File: src/rtl/botoes_codificador.sv
// Button front end: two-flop synchroniser, whole-vector debounce and one-hot to
// 1-based index encoder. Emits one pulse per press/release cycle.
module botoes_codificador #(
  parameter int N_BOTOES        = 9,
  parameter int LARGURA         = 4,
  parameter int DEBOUNCE_CICLOS = 50000
) (
  input  logic                clock,
  input  logic                reset,
  input  logic [N_BOTOES-1:0] botoes,
  input  logic                habilita,
  output logic [LARGURA-1:0]  binario,
  output logic                jogada_valida,
  output logic                erro_multiplo,
  output logic                ocupado
);
  localparam int CW = $clog2(DEBOUNCE_CICLOS + 1);

  typedef enum logic [1:0] {OCIOSO, EMITE, ERRO, ESPERA_SOLTAR} estado_t;

  logic [N_BOTOES-1:0] meta, sinc, ultimo;
  logic [CW-1:0]       cont;
  logic                estavel, um_so;
  logic [LARGURA-1:0]  indice;
  estado_t             estado, prox;

  always_ff @(posedge clock or negedge reset) begin
    if (!reset) begin
      meta <= '0;
      sinc <= '0;
    end else begin
      meta <= botoes;
      sinc <= meta;
    end
  end

  // Any change anywhere in the vector restarts the window; count saturates.
  always_ff @(posedge clock or negedge reset) begin
    if (!reset) begin
      ultimo <= '0;
      cont   <= '0;
    end else if (sinc != ultimo) begin
      ultimo <= sinc;
      cont   <= '0;
    end else if (cont < CW'(DEBOUNCE_CICLOS)) begin
      cont <= cont + 1'b1;
    end
  end

  assign estavel = (cont == CW'(DEBOUNCE_CICLOS));
  assign um_so   = (ultimo != '0) && ((ultimo & (ultimo - N_BOTOES'(1))) == '0);

  always_comb begin
    indice = '0;
    for (int i = 0; i < N_BOTOES; i++)
      if (ultimo[i]) indice = LARGURA'(i + 1);
  end

  always_ff @(posedge clock or negedge reset) begin
    if (!reset) estado <= OCIOSO;
    else        estado <= prox;
  end

  always_comb begin
    prox = estado;
    case (estado)
      OCIOSO:
        if (habilita && estavel && ultimo != '0)
          prox = um_so ? EMITE : ERRO;
      EMITE:         prox = ESPERA_SOLTAR;
      ERRO:          prox = ESPERA_SOLTAR;
      ESPERA_SOLTAR: if (estavel && ultimo == '0) prox = OCIOSO;
      default:       prox = OCIOSO;
    endcase
  end

  // Index is latched on the edge that enters EMITE, so it is valid with the pulse.
  always_ff @(posedge clock or negedge reset) begin
    if (!reset)                                binario <= '0;
    else if (estado == OCIOSO && prox == EMITE) binario <= indice;
  end

  always_comb begin
    jogada_valida = (estado == EMITE);
    erro_multiplo = (estado == ERRO);
    ocupado       = (estado != OCIOSO);
  end
endmodule

File: config.mk
export PLATFORM = sky130hd
export DESIGN_NAME = botoes_codificador
export DESIGN_NICKNAME = d
export VERILOG_FILES = /design/src/rtl/botoes_codificador.sv
export SDC_FILE = /design/constraint.sdc
export NUM_CORES = 1
export LEC_CHECK = 0
export CORE_AREA = 2 2 90 92
export CTS_BUF_LIST = sky130_fd_sc_hd__clkbuf_4
export DETAILED_ROUTE_END_ITERATION = 8
export DIE_AREA = 0 0 92 94
export HOLD_SLACK_MARGIN = 0.03
export SLEW_MARGIN = 10
export SYNTH_ARGS = -nofsm -noshare
export SYNTH_HDL_FRONTEND = slang
export SYNTH_SLANG_ARGS = --single-unit
File: constraint.sdc
create_clock -name clock -period 2.3 [get_ports clock]
set_input_delay 0.345 -clock clock [delete_from_list [all_inputs] [get_ports clock]]
set_output_delay 0.345 -clock clock [all_outputs]
set_load 0.02 [all_outputs]
# Yosys cells after proc, flatten, opt, wreduce, memory -nomap -nowiden
# Index checks and enable logic that the tools add are counted.
dict set report word_totals {
  regBits 49
  wordCells 43
  out_inout_bits 7
}
dict set report op_classes {
  eq_ne 6
  bitwise_logic 1
  add_sub_neg 2
  n_mux 15
  magnitude_cmp 1
  reduce_logical 12
}
# operator n
set ops {}
lappend ops {{$mux 16} 2}
lappend ops {{$mux 4} 8}
lappend ops {{$logic_not 9->1} 2}
lappend ops {{$add 16x1->16 const B} 1}
lappend ops {{$eq 16x16->1 const B} 1}
lappend ops {{$lt 16x16->1 const B} 1}
lappend ops {{$and 9x9->9} 1}
lappend ops {{$ne 9x9->1} 1}
lappend ops {{$reduce_bool 9->1} 1}
lappend ops {{$sub 9x1->9 const B} 1}
lappend ops {{$mux 2} 3}
lappend ops {{$pmux 2 s3} 1}
lappend ops {{$logic_and 1x1->1} 5}
lappend ops {{$eq 2x1->1 const B} 2}
lappend ops {{$eq 2x2->1 const B} 2}
lappend ops {{$reduce_bool 2->1} 2}
lappend ops {{$logic_not 2->1} 1}
lappend ops {{$reduce_or 2->1} 1}
lappend ops {{$mux 1} 1}

# Depth between registers and ports, before layout
# Gate-level depths: netlist of the first run.
dict set report logic_depth {
  depth_word 9
  ltp_mapped 8
  mapped_depth_nobuf 8
}

# Worst setup path before layout of the first run
# Ideal clock, no wire load.
dict set report synth_path {
  kind {register -> register}
  startpoint {register ultimo[1]}
  endpoint {register binario[0]}
  setup_time_ns 0.125
  path_slack_ns 0.075
  period_less_slack_ns 2.225
  path_stages_with_launch 7
  t_arrival_ns 2.100
  n_path_buf 0
  path_cell_list {dfrtp_1 > or4_4 > a2111oi_4 > nor3_2 > nor4_4 > o21ai_2 > mux2_4}
}
dict set report synth_via {
  elab_chain_cells 9
}
# item line_no
set synth_lines {}
lappend synth_lines {{start, declared} 21} ;# logic [N_BOTOES-1:0] meta, sinc, ultimo;
lappend synth_lines {{start signal, assigned} 43} ;# ultimo <= sinc;
lappend synth_lines {{$sub 9x1->9} 51} ;# assign um_so = (ultimo != '0) && ((ultimo & (ultimo - N_BOTOES'(1))) == '0);
lappend synth_lines {{$and 9x9->9} 51}
lappend synth_lines {{$logic_not 9->1} 51}
lappend synth_lines {{$logic_and 1x1->1} 51}
lappend synth_lines {{$mux 2} 69} ;# prox = um_so ? EMITE : ERRO;
lappend synth_lines {{$mux 2} 68} ;# if (habilita && estavel && ultimo != '0)
lappend synth_lines {{$pmux 2 s3} 66} ;# case (estado)
lappend synth_lines {{$eq 2x1->1} 80} ;# else if (estado == OCIOSO && prox == EMITE) binario <= indice;
lappend synth_lines {{$logic_and 1x1->1} 80}
lappend synth_lines {{end signal, assigned} 80}
lappend synth_lines {{end, declared} 12} ;# output logic [LARGURA-1:0] binario,
# Parallel ways exist; a longest one is shown, timed or not.
# A chain may end at the register's enable or synchronous reset.

# Final worst setup path of the first run
dict set report layout_path {
  startpoint {register cont[13]}
  endpoint {register binario[1]}
}
dict set report layout_via {
  elab_chain_cells 7
}
# item line_no
set layout_lines {}
lappend layout_lines {{start, declared} 22} ;# logic [CW-1:0] cont;
lappend layout_lines {{start signal, assigned} 46} ;# cont <= cont + 1'b1;
lappend layout_lines {{$eq 16x16->1 (*)} 50} ;# assign estavel = (cont == CW'(DEBOUNCE_CICLOS));
lappend layout_lines {{$logic_and 1x1->1 (2 in series)} 68}
lappend layout_lines {{$mux 2} 68}
lappend layout_lines {{$pmux 2 s3 (*)} 66}
lappend layout_lines {{$eq 2x1->1 (*)} 80}
lappend layout_lines {{$logic_and 1x1->1 (*)} 80}
# Every way passes the cells marked *; elsewhere a longest branch is shown, timed or not.

==> impl_metrics.csv, run 1 <==
group,metric,value,unit
critical_path,path_class,"reg -> reg",
routing,wl_per_cell,11.6,µm
placed_design,port_buffers,18,
cts,cts_made_buffers,5,
timing,max_clock_freq,0.439,GHz
grt,grt_pass1_wl,6730,µm
timing,finalMaxSlewViolations,0,
cts,insertion_delay,0.37,ns
grt,grt_max_degree,50,
synth,synth-edff-count,0,
critical_path,end_kind,"flip-flop",
synth,yosysUniqueCellTypes,43,
routing,drtIter0Drc,94,
synth,yosysSeqAreaShare,54.7,%
timing,period_minus_slack,2.28,ns
layout,drive_gt1_share,21.1,%
synth,synth-main-ff-cell,"dfrtp_1",
critical_path,cp_cell_sequence,"or4_4 -> nor4_4 -> nand2_2 -> nor4_4 -> o21ai_4 -> mux2_4",
placed_design,hpwl,2850,µm
cts,ctsHtreeMaxLevel,2,
power_and_ir_drop,p_leak,1.13,nW
critical_path,critPathMostFrequentCell,"nor4_4",
floorplanning,dieHeight,94,µm
synth,synth_top_area_share,54.7,%
timing,tightest_slew,0.595,ns
routing,vias,1471,
outcome,outcome,"finished clean",
min_path,min_path_type,"in -> async",
timing,rsz0062_at_grt,"true",
routing,drc_errors,0,
floorplanning,rows,32,
timing,fin_crit_sh,99.0,%
synth,async_flop_share,100,%
critical_path,max_stage_delay,0.57,ns
grt,gr-usage-all-layers,9.78,%
cts,cts_tree,"done",
critical_path,crit_path_start_kind,"flip-flop",
timing,final-hold-violation-count,0,
critical_path,path_max_fanout,4,
critical_path,path_delay_family,"simple AND/OR/NAND/NOR gates",
synth,yosys.area.top_type,"dfrtp_1",
power_and_ir_drop,p_per_area,511,nW/µm²
synth,synth_warnings,0,
grt,grt-ovfl-total,0,
grt,grt_pass1_vias,1482,
synth,ys_top_cells_by_area,"dfrtp_1 55%, xnor2_1 5.9%, nor2_1 4.0%",
grt,antenna_found_initial,0,
synth,synthesis.nets,215,
routing,wl,3870,µm
cts,path_clk_slew,0.15,ns
cts,cts_sinks,49,
routing,drt_first_pass_iters,4,
placed_design,gp_congestion,0.828,
floorplanning,design.core.area,7610,µm²
timing,fin_worst_skew,0.0109,ns
critical_path,slowest_stage,"or4_4",
layout,insertedDiodeCount,0,
synth,yosys_register_bits,49,
floorplanning,io_pins,19,
critical_path,rrSetupSlack,0.02,ns
layout,areaGrowthSynthToFinish,23.7,%
critical_path,path_buf_inv,0,
timing,relSlewSlack,60.3,%
routing,drtAntennaViolNets,0,
timing,timing.hold.ws,0.0419,ns
floorplanning,start_util,29.5,%
synth,synth_area,2240,µm²
synth,yosysMostFrequentCell,"dfrtp_1",
floorplanning,die_w,92,µm
layout,fin_util,36.4,%
cts,cts.path.max_buffers,2,
routing,vias_per_cell,4.40,
synth,avgSynthCellArea,11.4,µm²
cts,cts-root-buf,"clkbuf_4",
synth,syn_inst,197,
cts,cts_hold_buf,0,
job,maxCapViolations,0,
floorplanning,die_area,8650,µm²
timing,setup_violations,0,
power_and_ir_drop,peakVddDrop,0.191,mV
synth,synth_common_cells,"49 x dfrtp_1, 24 x nor2_1, 15 x xnor2_1, 11 x clkbuf_1",
critical_path,worstPathArrival,2.55,ns
critical_path,worstPathRequired,2.57,ns
layout,nNetsFinal,249,
==> final cells by class <==
class                   instances  area, µm²
multi-input cells             128        992
fillers                       782       4840
flip-flops and latches         49       1230
clock inverters                 3       26.3
repair buffers                 39        332
inverters                       8       30.0
clock buffers                   5       37.5
well taps                     102        128
==> cells by family (layout without fill, tap and decap cells) <==
logic type	after synthesis	after routing	share of synthesized area (%)
AOI/OAI and AO/OA	22	22	7.15
xor gates and xnor gates	22	22	8.60
adders and majority gates	7	7	3.80
buffers and inverters	20	55	3.35
DFF	49	49	54.7
muxes	7	7	4.08
and+or+nand+nor	70	70	18.3
==> repair_timing <==
item                       CTS  global route
resized for setup            5             4
pin swaps                    1             3
gates cloned                 0             0
setup buffers                0             1
setup endpoints to repair    4             4
==> flip-flops by register name (all words and copies together), names as in the netlist <==
signal,cells
binario,4
cont,16
estado,2
meta,9
sinc,9
ultimo,9
==> where the power goes <==
group / internal (mW) / switching (mW) / total, mW
logic: 0.0428 / 0.0491 / 0.0919
registers: 0.886 / 0.0139 / 0.899
clock network: 0.132 / 0.293 / 0.425
total: 1.06 / 0.356 / 1.42
==> final timing paths <==
path | from | to | cells past startpoint
worst min-delay path | reset | cont[4]$_DFFE_PN0P_ | 2
min in group clock | meta[3]$_DFF_PN0_ | sinc[3]$_DFF_PN0_ | 0
max in group asynchronous | reset | ultimo[7]$_DFFE_PN0N_ | 2
worst max-delay path | cont[13]$_DFFE_PN0P_ | binario[1]$_DFFE_PN0P_ | 6
worst min register to register | meta[3]$_DFF_PN0_ | sinc[3]$_DFF_PN0_ | 0
worst max register to register | cont[13]$_DFFE_PN0P_ | binario[1]$_DFFE_PN0P_ | 6
==> cell usage in the layout, fill, tap and decap left out, types with 2 or more instances in the layout <==
cell type / netlist / layout
mux2i_1: 2 / 2
or3_1: 2 / 2
or4_4: 2 / 2
a21oi_1: 8 / 8
nand3_1: 5 / 5
nor3_1: 8 / 7
clkbuf_4: 0 / 5
nor4_4: 1 / 3
xnor2_1: 15 / 15
xor2_1: 7 / 7
nor2_1: 24 / 24
nand2_1: 6 / 5
o21a_1: 2 / 2
clkdlybuf4s50_1: 0 / 16
mux2_4: 4 / 4
and3_1: 2 / 2
o21ai_0: 3 / 3
buf_4: 0 / 21
ha_1: 6 / 6
nor3_2: 1 / 2
nand4_1: 2 / 2
nor4_1: 2 / 2
inv_6: 0 / 3
nor4b_1: 5 / 4
inv_1: 8 / 8
dfrtp_1: 49 / 49
==> per-stage QoR <==
stage	setup WS [ns]	instances	area, µm²	total power, mW	setup TNS [ns]
2_1_floorplan	0.0746	197	2240	0.954	0
3_3_place_gp	0.0341	325	2650	1.00	0
3_5_place_dp	-0.0420	325	2650	1.01	-0.146
4_1_cts	0.00102	333	2740	1.44	0
5_1_grt	-0.0665	334	2770	1.49	-0.232
6_report	0.0236	334	2770	1.42	0
==> metal layers <==
metal | global-route usage (%) | vias to the layer above | wire (µm)
li1 | - | 740 | -
met1 | 12.5 | 706 | 1860
met2 | 15.9 | 20 | 1820
met3 | 2.17 | 5 | 105
met4 | 4.48 | 0 | 74
met5 | 0 | - | 0
Note: power is estimated with default switching activity, not from simulation.
==> inputs of run 2 (changes only) <==
==> constraint.sdc (replaced) <==
create_clock -name clock -period 2.3 [get_ports clock]
set_input_delay 0.345 -clock clock [delete_from_list [all_inputs] [get_ports clock]]
set_output_delay 0.345 -clock clock [all_outputs]
set_load 0.005 [all_outputs]
==> run 2 against run 1 <==
Compared with the run above:
- total power is the same
- clock-buffer cell count unchanged
- via count stayed put
- maximum frequency unchanged
- routed wire length up 0.13%
- sequential cell count unchanged
- sequential power hardly changed
- final area about the same
- critical path depth is the same
- global-route usage stayed put
- critical path type unchanged
- critical endpoint unchanged
- largest cell class unchanged
- largest power group unchanged
==> impl_metrics.csv, run 2 (synthesis results as in run 1) <==
group,metric,value,unit
critical_path,end_kind,"flip-flop",
power_and_ir_drop,p_per_area,511,nW/µm²
layout,nNetsFinal,249,
grt,antenna_found_initial,0,
routing,wl_per_cell,11.6,µm
floorplanning,start_util,29.5,%
critical_path,reg2regPathDepth,6,
layout,fin_cells,334,
routing,wl,3870,µm
floorplanning,rows,32,
layout,regMostFlops,"cont",
grt,grt_max_degree,50,
layout,largest_reg_flops,16,
layout,insertedDiodeCount,0,
cts,insertion_delay,0.37,ns
cts,cts_tree,"done",
floorplanning,design.core.area,7610,µm²
placed_design,dp.cells,325,
min_path,min_path_type,"in -> async",
outcome,outcome,"finished clean",
timing,fin_crit_sh,99.0,%
routing,drt_first_pass_iters,4,
cts,cts.path.max_buffers,2,
layout,layout_common_cells,"49 x dfrtp_1, 24 x nor2_1, 21 x buf_4",
critical_path,path_max_fanout,4,
layout,areaGrowthSynthToFinish,23.7,%
routing,drtAntennaViolNets,0,
grt,gr-usage-all-layers,9.78,%
critical_path,timing.rr.end,"binario[1]$_DFFE_PN0P_",
grt,grt-ovfl-total,0,
timing,setup_violations,0,
timing,rsz0062_at_grt,"true",
timing,period_minus_slack,2.28,ns
critical_path,crit_end,"binario[1]$_DFFE_PN0P_",
timing,max_clock_freq,0.439,GHz
critical_path,r2r-start,"cont[13]$_DFFE_PN0P_",
critical_path,worstPathRequired,2.57,ns
routing,drc_errors,0,
job,maxCapViolations,0,
grt,grt_pass1_wl,6730,µm
floorplanning,die_area,8650,µm²
timing,setup_ws,0.0236,ns
timing,finalMaxSlewViolations,0,
floorplanning,dieHeight,94,µm
grt,grt_pass1_vias,1482,
placed_design,hpwl,2850,µm
floorplanning,io_pins,19,
power_and_ir_drop,p_leak,1.13,nW
critical_path,crit_path_start_kind,"flip-flop",
cts,path_clk_slew,0.15,ns
cts,cts_made_buffers,5,
critical_path,path_class,"reg -> reg",
critical_path,worstPathArrival,2.55,ns
cts,cts_hold_buf,0,
placed_design,place_ws,-0.0420,ns
routing,vias_per_cell,4.40,
routing,vias,1471,
critical_path,rrSetupSlack,0.02,ns
timing,fin_worst_skew,0.0109,ns
timing,relSlewSlack,60.3,%
cts,cts_sinks,49,
cts,ctsHtreeMaxLevel,2,
cts,cts-root-buf,"clkbuf_4",
layout,drive_gt1_share,21.1,%
floorplanning,die_w,92,µm
power_and_ir_drop,peakVddDrop,0.191,mV
placed_design,port_buffers,18,
layout,final_common_cell,"dfrtp_1",
placed_design,gp_congestion,0.828,
timing,timing.hold.ws,0.0419,ns
critical_path,crit_path_start,"cont[13]$_DFFE_PN0P_",
timing,tightest_slew,0.595,ns
routing,drtIter0Drc,94,
timing,final-hold-violation-count,0,
run 2: changes by cell type in the layout (fill, tap and decap cells not counted):
cell	delta
clkdlybuf4s50_1	+1
dlygate4sd2_1	-1
run 2: metal layers:
| metal | part of all wire (%) | vias up | routed length, µm | track usage [%] |
|---|---|---|---|---|
| met2 | 47 | 20 | 1820 | 15.9 |
| met1 | 48 | 706 | 1870 | 12.5 |
| met3 | 2.7 | 5 | 105 | 2.17 |
| li1 | - | 740 | - | - |
| met4 | 1.9 | 0 | 74 | 4.48 |
| met5 | 0 | - | 0 | 0 |
run 2: area by class of cell:
class / count / area [µm²]
fillers: 781 / 4830
multi-input cells: 128 / 992
clock buffers: 5 / 37.5
repair buffers: 39 / 333
well taps: 102 / 128
flip-flops and latches: 49 / 1230
inverters: 8 / 30.0
clock inverters: 3 / 26.3
run 2: through the flow:
step | power [mW] | util (%) | setup TNS (ns) | area [µm²]
CTS | 1.44 | 36.0 | 0 | 2740
global route | 1.49 | 36.4 | -0.232 | 2770
finish | 1.42 | 36.4 | 0 | 2770
detailed placement | 1.01 | 34.8 | -0.146 | 2650
global placement | 1.00 | 34.8 | 0 | 2650
floorplan | 0.954 | - | 0 | 2240
run 2: report_power, final:
| group | switching, mW | internal (mW) | leakage [nW] |
|---|---|---|---|
| sequential | 0.0139 | 0.886 | 0.622 |
| clock | 0.293 | 0.132 | 0.0366 |
| combinational | 0.0491 | 0.0428 | 0.467 |
| total | 0.356 | 1.06 | 1.13 |
run 2: worst min path at each step:
stage                       from                endpoint  slack (ns)  cells after the start
4_1_cts                    reset   ultimo[6]$_DFFE_PN0N_        0.06                      2
3_5_place_dp   meta[5]$_DFF_PN0_       sinc[5]$_DFF_PN0_        0.33                      0
6_report                   reset     cont[4]$_DFFE_PN0P_        0.04                      2
3_3_place_gp   meta[7]$_DFF_PN0_       sinc[7]$_DFF_PN0_        0.33                      0
5_1_grt                    reset   ultimo[2]$_DFFE_PN0N_        0.07                      2
2_1_floorplan              reset  binario[0]$_DFFE_PN0P_        0.05                      0
run 2: worst max-delay path, cell delays in order (launching register included):
cell and delay [ns]:
dfrtp_1 0.41, or4_4 0.57, nor4_4 0.32, nand2_2 0.11
nor4_4 0.33, o21ai_4 0.12, mux2_4 0.31
run 2: timing repair:
action                                  4_1_cts  5_1_grt
buffers inserted                              0        1
pin swaps                                     1        3
endpoints found under the hold margin         0        0
gates resized for setup                       4        4
endpoints found under the setup margin        4        4
